[src/rtl/ama_riscv_bp_gshare.sv]
`default_nettype none
// ============================================================================
//  Module   : ama_riscv_bp_gshare
//  Purpose  : Bimodal/gshare branch direction predictor with a speculative GHR,
//             checkpoint repair on mispredict and saturating statistics.
//  Revision : 1.0 - initial release
// ============================================================================
module ama_riscv_bp_gshare #(
    parameter int PC_BITS   = 5,
    parameter int CNT_BITS  = 3,
    parameter int HIST_BITS = 4,
    parameter int IDX_LSB   = 2,
    parameter int MODE      = 1,
    parameter int STAT_BITS = 32
) (
    input  logic                 clk,
    input  logic                 rst_n,
    input  logic                 dec_vld_i,
    input  logic [31:0]          dec_pc_i,
    output logic                 pred_taken_o,
    output logic [HIST_BITS-1:0] pred_hist_o,
    input  logic                 res_vld_i,
    input  logic [31:0]          res_pc_i,
    input  logic [HIST_BITS-1:0] res_hist_i,
    input  logic                 res_taken_i,
    input  logic                 res_mispred_i,
    output logic [STAT_BITS-1:0] stat_pred_o,
    output logic [STAT_BITS-1:0] stat_mispred_o
);

    localparam int                  ENTRIES  = 1 << PC_BITS;
    localparam logic [CNT_BITS-1:0] CNT_MAX  = '1;
    localparam logic [CNT_BITS-1:0] CNT_THR  = CNT_MAX >> 1;
    localparam logic [CNT_BITS-1:0] CNT_INIT = CNT_THR + CNT_BITS'(1);

    logic [CNT_BITS-1:0]  cnt_q [ENTRIES];
    logic [CNT_BITS-1:0]  cnt_d;
    logic [HIST_BITS-1:0] ghr_q;
    logic [HIST_BITS-1:0] ghr_d;
    logic [STAT_BITS-1:0] stat_pred_q;
    logic [STAT_BITS-1:0] stat_mispred_q;
    logic [PC_BITS-1:0]   rd_idx;
    logic [PC_BITS-1:0]   wr_idx;
    logic                 repair;
    logic                 unused_pc_bits;

    function automatic logic [PC_BITS-1:0] idx_f(
        input logic [31:0]          pc,
        input logic [HIST_BITS-1:0] h
    );
        logic [PC_BITS-1:0] b;
        b = pc[PC_BITS+IDX_LSB-1:IDX_LSB];
        if (MODE != 0) begin
            b = b ^ PC_BITS'(h);
        end
        return b;
    endfunction

    assign unused_pc_bits = ^{dec_pc_i, res_pc_i};

    assign rd_idx = idx_f(dec_pc_i, ghr_q);
    assign wr_idx = idx_f(res_pc_i, res_hist_i);
    assign repair = res_vld_i & res_mispred_i;

    // Reads the registered table: a same-cycle train is not forwarded.
    assign pred_taken_o   = cnt_q[rd_idx] > CNT_THR;
    assign pred_hist_o    = ghr_q;
    assign stat_pred_o    = stat_pred_q;
    assign stat_mispred_o = stat_mispred_q;

    always_comb begin
        cnt_d = cnt_q[wr_idx];
        if (res_taken_i) begin
            if (cnt_q[wr_idx] != CNT_MAX) begin
                cnt_d = cnt_q[wr_idx] + CNT_BITS'(1);
            end
        end else if (cnt_q[wr_idx] != '0) begin
            cnt_d = cnt_q[wr_idx] - CNT_BITS'(1);
        end
    end

    // Truncating {h, bit} to HIST_BITS drops the oldest bit, and degenerates
    // to just the new bit when HIST_BITS is 1.
    always_comb begin
        ghr_d = ghr_q;
        if (repair) begin
            ghr_d = HIST_BITS'({res_hist_i, res_taken_i});
        end else if (dec_vld_i) begin
            ghr_d = HIST_BITS'({ghr_q, pred_taken_o});
        end
    end

    always_ff @(posedge clk or negedge rst_n) begin
        if (!rst_n) begin
            for (int i = 0; i < ENTRIES; i++) begin
                cnt_q[i] <= CNT_INIT;
            end
        end else if (res_vld_i) begin
            cnt_q[wr_idx] <= cnt_d;
        end
    end

    always_ff @(posedge clk or negedge rst_n) begin
        if (!rst_n) begin
            ghr_q <= '0;
        end else begin
            ghr_q <= ghr_d;
        end
    end

    // Wrong-path decodes squashed by a same-cycle repair are not counted.
    always_ff @(posedge clk or negedge rst_n) begin
        if (!rst_n) begin
            stat_pred_q    <= '0;
            stat_mispred_q <= '0;
        end else begin
            if (dec_vld_i && !repair && (stat_pred_q != '1)) begin
                stat_pred_q <= stat_pred_q + STAT_BITS'(1);
            end
            if (repair && (stat_mispred_q != '1)) begin
                stat_mispred_q <= stat_mispred_q + STAT_BITS'(1);
            end
        end
    end

endmodule
`default_nettype wire

[config.mk]
export PLATFORM = sky130hd
export DESIGN_NAME = ama_riscv_bp_gshare
export DESIGN_NICKNAME = d
export VERILOG_FILES = /design/src/rtl/ama_riscv_bp_gshare.sv
export SDC_FILE = /design/constraint.sdc
export NUM_CORES = 1
export LEC_CHECK = 0
export ABC_AREA = 1
export BUFFER_PORTS_ARGS = -buffer_cell sky130_fd_sc_hd__buf_2
export CORE_ASPECT_RATIO = 1.4
export CORE_MARGIN = 2
export CORE_UTILIZATION = 30
export DETAILED_ROUTE_END_ITERATION = 10
export GPL_TIMING_DRIVEN = 0
export HOLD_SLACK_MARGIN = 0.02
export PLACE_DENSITY = 0.54
export SETUP_SLACK_MARGIN = 0.5
export SLEW_MARGIN = 20
export SYNTH_ARGS = -nofsm -noshare
export SYNTH_HDL_FRONTEND = slang
export SYNTH_SLANG_ARGS = --single-unit
[constraint.sdc]
create_clock -name clk -period 2.2 [get_ports clk]
set_input_delay 0.33 -clock clk [delete_from_list [all_inputs] [get_ports clk]]
set_output_delay 0.33 -clock clk [all_outputs]
set_load 0.02 [all_outputs]
==> impl_metrics.csv, run 1 <==
group,metric,value,unit
final_layout,final_cell_mix,"411 x nand2_1, 126 x inv_1, 112 x nand2_2",
global_routing,grt-ovfl-total,0,
timing,setup_viol,22,
logic_synthesis,synth_seq_cells,164,
global_routing,antenna_found_initial,0,
worst_setup_path,path_max_fanout,5,
detailed_routing,drt_wl_total,34200,um
die,die_h,212,um
clock_tree,cts_tree,"done",
timing,min_period_over_period,120,%
timing,finalCriticalPeriod,2.64,ns
timing,slew_viol_final,0,
die,dieArea,32300,sq um
global_routing,grt_pass1_wl,53600,um
worst_setup_path,arrival,2.31,ns
placed_design,port_buffers,88,
placed_design,gp_congestion,0.917,
die,core_area,30600,sq um
die,io_pins,143,
worst_setup_path,crit_path_cell_trace,"inv_2, nand2_2, nand2_4, inv_6, buf_8, or2_4, o211ai_1, o311ai_1, nand3_1, nand3b_1, and2_4, buf_6",
detailed_routing,avgRoutedWirePerCell,17.8,um
worst_setup_path,r2r_cells,16,
power_and_ir_drop,leakagePower,6.61,nW
logic_synthesis,ys_types,32,
timing,clock_skew,0.00978,ns
hold_path,hold_class,"in -> reg",
detailed_routing,drc,0,
clock_tree,cts_root_buffer,"clkbuf_16",
final_layout,drive_gt1_share,40.3,%
clock_tree,insertion_delay,0.45,ns
worst_setup_path,cp_slowest_stage_delay,0.45,ns
final_layout,n_antenna_cell,0,
hold_path,holdCritStartpoint,"res_hist_i[1]",
timing,slew_headroom,46.6,%
worst_setup_path,end_kind,"output pin",
logic_synthesis,syn_avg_cell_area,7.13,sq um
detailed_routing,postRouteAntennaNets,0,
timing,rsz0062_at_grt,"true",
detailed_routing,drtPass1Iterations,5,
die,num_rows,76,
logic_synthesis,syn-num-nets,1378,
clock_tree,clockBufferDepth,2,
die,die_w,153,um
timing,hold_viol,0,
worst_setup_path,r2r_end,"pred_hist_o[0]",
die,start_util,30.3,%
detailed_routing,drt_iter0_markers,589,
timing,whs,0.171,ns
logic_synthesis,synth_cells,1300,
logic_synthesis,yosysSeqAreaShare,44.7,%
final_layout,layout_commonest_cell,"nand2_1",
placed_design,dpl_worst_slack,-0.806,ns
global_routing,grt_pass1_vias,9788,
clock_tree,cts_made_buffers,17,
worst_setup_path,r2r_slack,-0.31,ns
placed_design,dp_hpwl,22600,um
global_routing,grt_max_degree,82,
worst_setup_path,path_class,"reg -> out",
final_layout,nNetsFinal,1596,
timing,fin_ws,-0.436,ns
final_layout,syn2layout_area_growth,50.4,%
clock_tree,cts_sinks,164,
power_and_ir_drop,vdd_drop_max,0.585,mV
worst_setup_path,worstReg2RegStart,"pred_hist_o[0]",
global_routing,track_usage,21.5,%
power_and_ir_drop,p_per_area,833,nW/um^2
clock_tree,cts_max_level,4,
clock_tree,clk_pin_slew,0.06,ns
detailed_routing,num_vias,9554,
worst_setup_path,worst-endpoint-required,1.87,ns
hold_path,hold_depth,3,
job,cap_violations,0,
logic_synthesis,yosysWarningCount,0,
detailed_routing,via_per_inst,4.97,
worst_setup_path,cp_slowest_cell,"dfrtp_2",
worst_setup_path,startpoint_type,"flip-flop",
hold_path,worstHoldEndpoint,"pred_hist_o[2]",
run_status,status,"complete, but fails checks",
timing,worst_slew_pin_slew,0.799,ns
timing,fmax,379,MHz
logic_synthesis,synthesis.area,9260,sq um
run_status,violations,"setup timing",
==> repair_timing <==
item,in CTS,in global routing
pin swaps,92,47
resized for setup,347,79
hold endpoints to repair,22,0
hold buffers,1,0
setup endpoints to repair,161,160
setup buffers,84,4
gates cloned,19,1
==> worst max path at each step <==
stage	from	endpoint	depth (start not counted)
finish	pred_hist_o[0]	pred_taken_o	12
global route	pred_hist_o[0]	pred_taken_o	12
CTS	pred_hist_o[0]	pred_taken_o	12
detailed placement	res_hist_i[1]	cnt_q[45]	18
global placement	rst_n	stat_mispred_o[3]	1
floorplan	res_hist_i[1]	cnt_q[13]	19
==> metal layers <==
| metal | up-vias | wire, um | global-route usage, % |
|---|---|---|---|
| li1 | 4522 | - | - |
| met4 | 0 | 1910 | 12.5 |
| met3 | 109 | 1550 | 3.44 |
| met5 | - | 0 | 0 |
| met1 | 4613 | 13100 | 23.9 |
| met2 | 310 | 17700 | 38.9 |
==> report_power, final <==
part           internal [W]  leakage (nW)  switching (W)
clock               0.00174         0.292        0.00126
sequential          0.00375          2.03       0.000534
combinational       0.00195          4.28        0.00238
total               0.00744          6.61        0.00417
==> logic make-up after synthesis <==
group                      Yosys count  synth area share [%]
adders and majority gates            4                 0.540
buffers and inverters              178                  7.73
xor gates and xnor gates            67                  6.50
DFF                                164                  44.7
and+or+nand+nor                    816                  36.1
AOI/OAI and AO/OA                   71                  4.44
==> layout make-up <==
type	instances	area [sq um]
fill	3056	16700
multi-input combinational	959	5730
sequential	164	4170
timing repair buffer	198	1840
inverter	145	578
buffer	33	534
tap	390	488
clock buffer	21	470
clock inverter	11	108
==> metrics by stage <==
| step | setup TNS, ns | utilization (%) | power [W] | instance area, sq um | instances |
|---|---|---|---|---|---|
| finish | -1.79 | 45.5 | 0.0116 | 13900 | 1921 |
| global route | -4.72 | 45.5 | 0.0122 | 13900 | 1921 |
| CTS | -1.24 | 44.4 | 0.0114 | 13600 | 1916 |
| detailed placement | -74.20 | 34.8 | 0.00701 | 10700 | 1780 |
| global placement | -354.67 | 34.6 | 0.00694 | 10600 | 1778 |
| floorplan | 0 | - | 0.00604 | 9660 | 1300 |
==> critical path: cells and delay by family, from the launching register on <==
kind            cells  cell delay [ns]
flops               1             0.45
simple gates        6             0.80
compound gates      2             0.22
buf+inv             4             0.37
==> registers in the layout (all words and copies together) (netlist names) <==
name / count
cnt_q: 96
stat_mispred_o: 32
stat_pred_o: 32
pred_hist_o: 4
==> cell usage after synthesis <==
| cell | instances | area [sq um] |
|---|---|---|
| nand3_1 | 89 | 445 |
| clkinv_1 | 1 | 3.75 |
| nand2_2 | 2 | 12.5 |
| ha_1 | 4 | 50.1 |
| nor2_4 | 1 | 11.3 |
| nand2_4 | 1 | 11.3 |
| nor4_1 | 10 | 62.6 |
| o311ai_0 | 8 | 70.1 |
| a21oi_1 | 1 | 5.00 |
| nand4_1 | 19 | 119 |
| dfrtp_1 | 132 | 3300 |
| o21ai_2 | 1 | 8.76 |
| xor2_2 | 1 | 16.3 |
| nand2_1 | 537 | 2020 |
| xor2_1 | 49 | 429 |
| o21ai_0 | 22 | 110 |
| xnor2_2 | 1 | 16.3 |
| nand3b_1 | 2 | 15.0 |
| buf_2 | 14 | 70.1 |
| inv_2 | 2 | 7.51 |
| inv_1 | 142 | 533 |
| or2_2 | 5 | 31.3 |
| and2_1 | 1 | 6.26 |
| nor3_1 | 40 | 200 |
| o211ai_1 | 9 | 67.6 |
| nor2_1 | 109 | 409 |
| buf_6 | 4 | 45.0 |
| buf_1 | 2 | 7.51 |
| o21ai_1 | 30 | 150 |
| clkbuf_1 | 13 | 48.8 |
| xnor2_1 | 16 | 140 |
| dfstp_2 | 32 | 841 |
Power figures use the tool's default switching activity.
==> run 2: changes to the inputs <==
Settings changed: ABC_AREA 1 to 0, REMOVE_ABC_BUFFERS from default to 1.
==> impl_metrics.csv, run 2 <==
group,metric,value,unit
clock_tree,cts_made_buffers,17,
logic_synthesis,yosysWarningCount,0,
logic_synthesis,synth_edf_count,0,
global_routing,grt_max_degree,92,
run_status,violations,"setup timing",
worst_setup_path,path_max_fanout,6,
global_routing,grt_pass1_wl,42400,um
worst_setup_path,crit_cells,6,
final_layout,stdcell_count,1365,
run_status,status,"complete, but fails checks",
detailed_routing,drtPass1Iterations,5,
timing,slew_headroom,30.0,%
clock_tree,cts_root_buffer,"clkbuf_16",
worst_setup_path,cp_slowest_stage_delay,0.59,ns
die,io_pins,143,
placed_design,placedCellCount,1206,
logic_synthesis,syn_avg_cell_area,11.2,sq um
die,dieArea,30000,sq um
power_and_ir_drop,leakagePower,5.76,nW
placed_design,dp_hpwl,16500,um
timing,hold_viol,0,
global_routing,grt_pass1_vias,7413,
final_layout,top_register,"cnt_q",
clock_tree,insertion_delay,0.44,ns
timing,setup_viol,98,
placed_design,port_buffers,88,
die,die_h,204,um
global_routing,track_usage,18.3,%
die,core_area,28300,sq um
logic_synthesis,ys_types,55,
clock_tree,cts_sinks,164,
timing,worst_slew_pin_slew,1.05,ns
worst_setup_path,critical_path.top_delay_family,"multiplexers",
detailed_routing,via_per_inst,5.38,
hold_path,hold_depth,3,
timing,fin_ws,-0.907,ns
timing,finalCriticalPeriod,3.11,ns
clock_tree,cts_max_level,4,
detailed_routing,postRouteAntennaNets,0,
detailed_routing,avgRoutedWirePerCell,20.8,um
die,die_w,147,um
worst_setup_path,worst-endpoint-required,1.87,ns
final_layout,layout_commonest_cell,"dfrtp_1",
detailed_routing,drt_wl_total,28400,um
final_layout,final_core_util,45.4,%
detailed_routing,num_vias,7337,
hold_path,hold_class,"in -> reg",
worst_setup_path,startpoint_type,"flip-flop",
placed_design,gp_congestion,0.845,
worst_setup_path,arrival,2.78,ns
worst_setup_path,worstReg2RegStart,"cnt_q[64]",
clock_tree,cts_tree,"done",
power_and_ir_drop,vdd_drop_max,0.635,mV
final_layout,nFillCells,2495,
final_layout,nNetsFinal,1054,
clock_tree,clk_pin_slew,0.07,ns
logic_synthesis,synth_seq_cells,164,
power_and_ir_drop,power,0.0138,W
logic_synthesis,synth_largest_area_cell,"dfrtp_1",
worst_setup_path,path_common_cell,"mux4_2",
detailed_routing,drt_iter0_markers,479,
timing,min_period_over_period,141,%
logic_synthesis,synth_cells,769,
logic_synthesis,async_flop_share,100,%
timing,slew_viol_final,0,
worst_setup_path,crit_buf_inv,2,
worst_setup_path,r2r_cells,13,
logic_synthesis,synth_common_cells,"132 x dfrtp_1, 117 x nand2_1, 48 x xnor2_1, 44 x nor2_1, 37 x mux2_2",
logic_synthesis,synth.top_cells.by_area,"dfrtp_1 38%, dfstp_2 9.8%, nand2_1 5.1%, xnor2_1 4.9%, mux2_2 4.9%",
worst_setup_path,crit_path_start,"pred_hist_o[0]",
clock_tree,clockBufferDepth,2,
hold_path,holdCritStartpoint,"res_hist_i[1]",
final_layout,drive_gt1_share,56.0,%
worst_setup_path,cp_slowest_cell,"mux4_2",
global_routing,antenna_found_initial,2,
die,start_util,30.3,%
logic_synthesis,synthesis.area,8580,sq um
timing,clock_skew,0.0116,ns
logic_synthesis,yosysMostFrequentCell,"dfrtp_1",
final_layout,syn2layout_area_growth,49.7,%
worst_setup_path,crit_path_cell_trace,"xnor2_4, buf_8, mux4_2, mux4_2, mux2_4, buf_6",
worst_setup_path,end_kind,"output pin",
timing,fmax,322,MHz
timing,rsz0062_at_grt,"true",
logic_synthesis,yosysSeqAreaShare,48.3,%
global_routing,grt-ovfl-total,0,
timing,whs,0.232,ns
placed_design,dpl_worst_slack,-2.77,ns
logic_synthesis,synth_top_area_share,38.5,%
job,cap_violations,0,
logic_synthesis,synth_ff_type,"dfrtp_1",
detailed_routing,drc,0,
power_and_ir_drop,p_per_area,1080,nW/um^2
worst_setup_path,path_class,"reg -> out",
final_layout,largest_reg_flops,96,
final_layout,final_cell_mix,"122 x dfrtp_1, 104 x nand2_1, 84 x buf_2",
die,num_rows,73,
-- run 2: cell types whose count changed after synthesis, moves of 28 or more --
cell and change:
nor2_1 -65, xnor2_1 +32, o21ai_1 -30, nand3_1 -55
nor3_1 -28, mux2_2 +37, inv_1 -135, nand2_1 -420
-- run 2: routing by layer --
layer  global-route usage [%]  part of all wire (%)  vias up
met5                        0                 0.056        -
met1                     20.7                    37     3792
li1                         -                     -     3223
met4                     9.20                   5.0        2
met2                     33.3                    54      228
met3                     3.08                   4.1       92
-- run 2: cell type report --
cell class                      instances  area [sq um]  share of cell area, %
Clock buffer                           19           433                   3.37
Antenna cell                            1          2.50                 0.0195
Sequential cell                       164          4160                   32.4
Inverter                                8          32.5                  0.253
Clock inverter                         13           196                   1.53
Multi-Input combinational cell        561          5550                   43.2
Timing Repair Buffer                  224          2000                   15.6
Tap cell                              375           469                   3.65
-- run 2: power breakdown --
part	total, W	internal, W	switching [W]
combinational	0.00594	0.00307	0.00287
sequential	0.00465	0.00404	0.000611
clock	0.00325	0.00192	0.00133
-- run 2: logic make-up after synthesis --
| kind of cell | after synthesis | share of synthesized area, % |
|---|---|---|
| flip-flops | 164 | 48.3 |
| AO/OA/AOI/OAI | 126 | 11.4 |
| XOR/XNOR | 76 | 7.98 |
| AND/OR/NAND/NOR | 272 | 14.8 |
| adder cells (fa/ha/maj) | 4 | 0.583 |
| buffers and inverters | 45 | 2.84 |
| multiplexers | 82 | 14.1 |
-- run 2: final timing paths --
path                       slack [ns]                end
setup / recovery                -0.91       pred_taken_o
max in group asynchronous        0.84          cnt_q[44]
min in group asynchronous        0.45  stat_mispred_o[6]
setup reg to reg                -0.68          cnt_q[79]
hold / removal                   0.23     pred_hist_o[2]
hold reg to reg                  0.48          cnt_q[35]
-- run 2: tightest hold or removal path, delay by kind of cell --
kind            cells  cell delay (ns)
compound gates      1             0.05
buf+inv             1             0.15
simple gates        1             0.11
-- run 2: timing repair --
action / in CTS / in global routing
gates resized for setup: 252 / 111
pin swaps: 102 / 71
hold buffers: 1 / 0
cloned: 9 / 0
setup buffers: 89 / 27
setup endpoints to repair: 159 / 160
hold endpoints to repair: 67 / 0
-- run 2: per-stage QoR --
step	setup TNS, ns	area, sq um
4_1_cts	-65.62	12100
5_1_grt	-75.24	12800
3_3_place_gp	-723.30	9280
2_1_floorplan	-203.71	8370
3_5_place_dp	-260.94	9560
6_report	-72.36	12800
